File: config.mk
export PLATFORM = sky130hd
export DESIGN_NAME = mux2_stream_arbiter
export DESIGN_NICKNAME = d
export VERILOG_FILES = /design/src/rtl/mux2_stream_arbiter.sv
export SDC_FILE = /design/constraint.sdc
export NUM_CORES = 1
export LEC_CHECK = 0
export ABC_CLOCK_PERIOD_IN_PS = 1800
export CORE_MARGIN = 2
export CORE_UTILIZATION = 29
export DETAILED_ROUTE_END_ITERATION = 12
export GPL_TIMING_DRIVEN = 0
export PLACE_DENSITY = 0.76
export SYNTH_ARGS = -nofsm -noshare
export SYNTH_HDL_FRONTEND = slang
export SYNTH_SLANG_ARGS = --single-unit
File: constraint.sdc
create_clock -name CLK -period 1.8 [get_ports CLK]
set_input_delay 0.18 -clock CLK [delete_from_list [all_inputs] [get_ports CLK]]
set_output_delay 0.18 -clock CLK [all_outputs]
set_load 0.005 [all_outputs]
File: src/rtl/mux2_stream_arbiter.sv
`default_nettype none
// ============================================================================
// Module      : mux2_stream_arbiter
// Description : Packet-level round-robin arbiter for two valid/ready/last
//               streams sharing one output. The registered select S drives
//               an external 2:1 data mux. The grant is held until the LAST
//               beat transfers, and one IDLE cycle follows every packet.
// Revision    : 1.0 - initial release
// ============================================================================
module mux2_stream_arbiter #(
    parameter int WIDTH = 8
) (
    input  logic             CLK,
    input  logic             RST,
    input  logic [WIDTH-1:0] I0_DATA,
    input  logic             I0_VALID,
    input  logic             I0_LAST,
    output logic             I0_READY,
    input  logic [WIDTH-1:0] I1_DATA,
    input  logic             I1_VALID,
    input  logic             I1_LAST,
    output logic             I1_READY,
    output logic [WIDTH-1:0] O_DATA,
    output logic             O_VALID,
    output logic             O_LAST,
    input  logic             O_READY,
    output logic             S
);

    typedef enum logic [1:0] {
        IDLE = 2'd0,
        GNT0 = 2'd1,
        GNT1 = 2'd2
    } state_t;

    state_t state;
    state_t state_nxt;
    logic   pri;
    logic   pri_nxt;
    logic   sel;
    logic   sel_nxt;
    logic   xfer_last;

    // A packet ends only when its LAST beat actually transfers downstream.
    assign xfer_last = O_VALID && O_READY && O_LAST;

    // State, round-robin pointer and mux select registers with sync reset.
    always_ff @(posedge CLK) begin
        if (RST) begin
            state <= IDLE;
            pri   <= 1'b0;
            sel   <= 1'b0;
        end else begin
            state <= state_nxt;
            pri   <= pri_nxt;
            sel   <= sel_nxt;
        end
    end

    // Next-state logic: arbitrate only in IDLE, release only on LAST transfer.
    always_comb begin
        state_nxt = state;
        pri_nxt   = pri;
        sel_nxt   = sel;
        case (state)
            IDLE: begin
                // I0 wins when alone, or on contention when the pointer favours it.
                if (I0_VALID && (!I1_VALID || !pri)) begin
                    state_nxt = GNT0;
                    sel_nxt   = 1'b0;
                end else if (I1_VALID) begin
                    state_nxt = GNT1;
                    sel_nxt   = 1'b1;
                end
            end
            GNT0: begin
                if (xfer_last) begin
                    state_nxt = IDLE;
                    pri_nxt   = 1'b1;
                end
            end
            GNT1: begin
                if (xfer_last) begin
                    state_nxt = IDLE;
                    pri_nxt   = 1'b0;
                end
            end
            default: begin
                state_nxt = IDLE;
            end
        endcase
    end

    // Output path: select-driven data mux, handshakes gated by the grant.
    always_comb begin
        O_DATA   = sel ? I1_DATA : I0_DATA;
        O_LAST   = sel ? I1_LAST : I0_LAST;
        O_VALID  = 1'b0;
        I0_READY = 1'b0;
        I1_READY = 1'b0;
        case (state)
            GNT0: begin
                O_VALID  = I0_VALID;
                I0_READY = O_READY;
            end
            GNT1: begin
                O_VALID  = I1_VALID;
                I1_READY = O_READY;
            end
            default: begin
                O_VALID  = 1'b0;
            end
        endcase
    end

    assign S = sel;

endmodule
`default_nettype wire

==> qor.json <==
{
  "status": {
    "outcome": "complete, no violations"
  },
  "worst_setup_path": {
    "cp-end-kind": "output port",
    "path_class": "flip-flop to output port",
    "critical_path_source_type": "flip-flop",
    "crit_path_arrival_time_ps": 1520,
    "crit_fanout": 10,
    "cp_data_required_time_ps": 1620,
    "worst_r2r_path_depth": 6
  },
  "global_routing": {
    "grt_start_max_net_pins": 11,
    "first_global_vias": 437,
    "grt_util_overall": 0.180,
    "grt.overflow.total": 0,
    "grt_first_pass_wirelength_um": 1880,
    "antenna_found_initial": 0
  },
  "layout": {
    "n_fill_cell": 131,
    "diodes": 0,
    "net_count_of_the_finished_layout": 110,
    "layout_cells_sized_above_1": 0.159,
    "final_cell_count_no_fill": 97,
    "relative_area_change_from_synthesis_to_final_layout_pct": 101
  },
  "cts": {
    "clock_tree.buffer_depth": 2,
    "num_cts_buffers": 3,
    "cts_num_sinks": 4,
    "clock_transition_at_the_register_clock_pins_on_the_worst_setup_and_hold_paths_after_cts_ps": 40,
    "tritoncts_clock_tree": "done",
    "cts.htree.levels": 1,
    "clock-root-buffer": "clkbuf_4",
    "worst_skew_pair.late_latency_ps": 240
  },
  "synthesis": {
    "yosysTopAreaCell": "dfxtp_1",
    "async_flop_share": 0,
    "ys_ff_latch": 4,
    "synth_fp_nets": 69,
    "syn_inst": 43,
    "synth-edff-count": 0,
    "synth-seq-area-share": 0.200,
    "synth_area_leaders": "dfxtp_1 (20%), mux2_1 (17%), ha_1 (9.4%)",
    "syn-mean-instance-area_sq_um": 9.31,
    "synth_most_common_cell": "mux2_1",
    "synth_common_cells": "mux2_1 (6), dfxtp_1 (4), nand2_1 (4)",
    "yosys_most_used_dff": "dfxtp_1",
    "synthDistinctLibCells": 21,
    "synth_largest_type_area_fraction": 0.200,
    "synthesis.area_sq_um": 400,
    "ys.warnings.count": 0
  },
  "timing": {
    "finalClockSkew_ps": 3.72,
    "finalWorstPathRequiredPeriod_ps": 1700,
    "fmax_mhz": 588,
    "fin_crit_sh": 0.945,
    "final-hold-violation-count": 0,
    "worst_slew_pin_tran_ps": 330,
    "setup_total_negative_slack_ps": 0,
    "rsz_0062_raised_after_global_routing": "false",
    "timing_max_transition_violations_final": 0,
    "setup_viol": 0,
    "relSlewSlack": 0.777
  },
  "hold_path": {
    "hold_path_depth": 2,
    "worst_hold_path_type": "flip-flop to flip-flop"
  },
  "detailed_routing": {
    "drc": 0,
    "drtAntennaViolNets": 0,
    "routed-via-count": 466,
    "drtPass1Iterations": 4,
    "aggregate_routed_wire_length_um": 1240,
    "vias_per_cell": 4.80,
    "post_drt_wl_per_cell_um": 12.8,
    "drt_first_iter_violations": 5
  },
  "floorplanning": {
    "core_sq_mm": 0.00130,
    "die-area_sq_mm": 0.00169,
    "start_util": 0.308,
    "die_h_um": 41.2,
    "core.rowCount": 13,
    "fp.dieW_um": 41.2,
    "pin_count": 36
  },
  "pwr": {
    "vdd.ir_drop.worst_mv": 0.222,
    "powerDensity_mw_per_mm2": 573,
    "cellLeakagePower_nw": 0.314,
    "finalPower_mw": 0.460
  },
  "placement": {
    "dp_hpwl_um": 1040,
    "gp_congestion": 0.733,
    "placed_cells": 93,
    "placement.io_buffers": 35
  },
  "job": {
    "cap_viol_max_count": 0
  }
}
[registers in the layout, indices dropped and copies added, names as in the netlist]
name	cells
state	2
S	1
pri	1
[cells by family (layout without fill, tap and decap cells)]
group / after synthesis / in the layout / synth area share
AND/OR/NAND/NOR: 14 / 14 / 0.206
multiplexers: 9 / 9 / 0.262
AO/OA/AOI/OAI: 9 / 9 / 0.181
adder cells (fa/ha/maj): 3 / 3 / 0.0938
buffers and inverters: 4 / 43 / 0.0562
flip-flops: 4 / 4 / 0.200
[power breakdown]
group          total, mW  internal, mW  switching, mW
logic              0.237         0.150         0.0875
registers          0.108         0.101        0.00743
clock network      0.115        0.0748         0.0400
[metrics by stage]
| step | util | setup slack, ps | instance area [sq um] | hold WS (ps) |
|---|---|---|---|---|
| 2_1_floorplan | - | 454 | 400 | 248 |
| 3_3_place_gp | 0.591 | 28.4 | 769 | 510 |
| 3_5_place_dp | 0.591 | 35.6 | 769 | 518 |
| 4_1_cts | 0.617 | 69.8 | 803 | 509 |
| 5_1_grt | 0.617 | 31.1 | 803 | 544 |
| 6_report | 0.617 | 98.4 | 803 | 507 |
[what timing repair did]
| action | 4_1_cts | 5_1_grt |
|---|---|---|
| setup endpoints to repair | 1 | 0 |
| hold buffers | 0 | 0 |
| resized for setup | 4 | 0 |
| endpoints found under the hold margin | 0 | 0 |
| setup buffers | 1 | 0 |
[routing by layer]
| layer | share of wire | track usage |
|---|---|---|
| met1 | 0.38 | 0.173 |
| met2 | 0.56 | 0.332 |
| met3 | 0.029 | 0.0272 |
| met4 | 0.031 | 0.145 |
| met5 | 0 | 0 |
[critical path, cell delays in order, from the launching register on]
cell and delay (ps):
dfxtp_1 340, buf_6 160, mux2_4 330, clkdlybuf4s50_1 460
[final cells by class]
cell class,count,area (sq um),share of cell area
timing repair buffer,36,357,0.444
buffer,1,11.3,0.0140
multi-input combinational,35,300,0.374
clock buffer,3,22.5,0.0280
inverter,3,11.3,0.0140
tap,15,18.8,0.0234
sequential,4,82.6,0.103
[cells in the final DEF (no fill, tap or decap)]
cell type,instances
a22o_1,1
mux2_4,1
o32ai_1,2
and3_4,1
mux2_2,2
inv_1,3
dfxtp_2,2
nor4b_1,1
nor2b_1,1
buf_6,1
nand2_1,4
dfxtp_1,2
nand2b_1,2
and2_1,3
ha_1,2
dlygate4sd2_1,1
a32oi_1,1
o21ai_0,2
and3_1,1
clkbuf_4,3
a311oi_2,1
ha_2,1
buf_4,1
a31oi_1,2
mux2_1,6
clkdlybuf4s50_1,34
nor2_1,1
[path summary, 6_finish.rpt]
path	slack [ps]	start	endpoint
worst max register to register	340	state[0]	pri
worst min-delay path	510	state[0]	state[0]
worst max-delay path	100	S	O_LAST
worst min register to register	510	state[0]	state[0]
(Power assumes the default switching activity.)
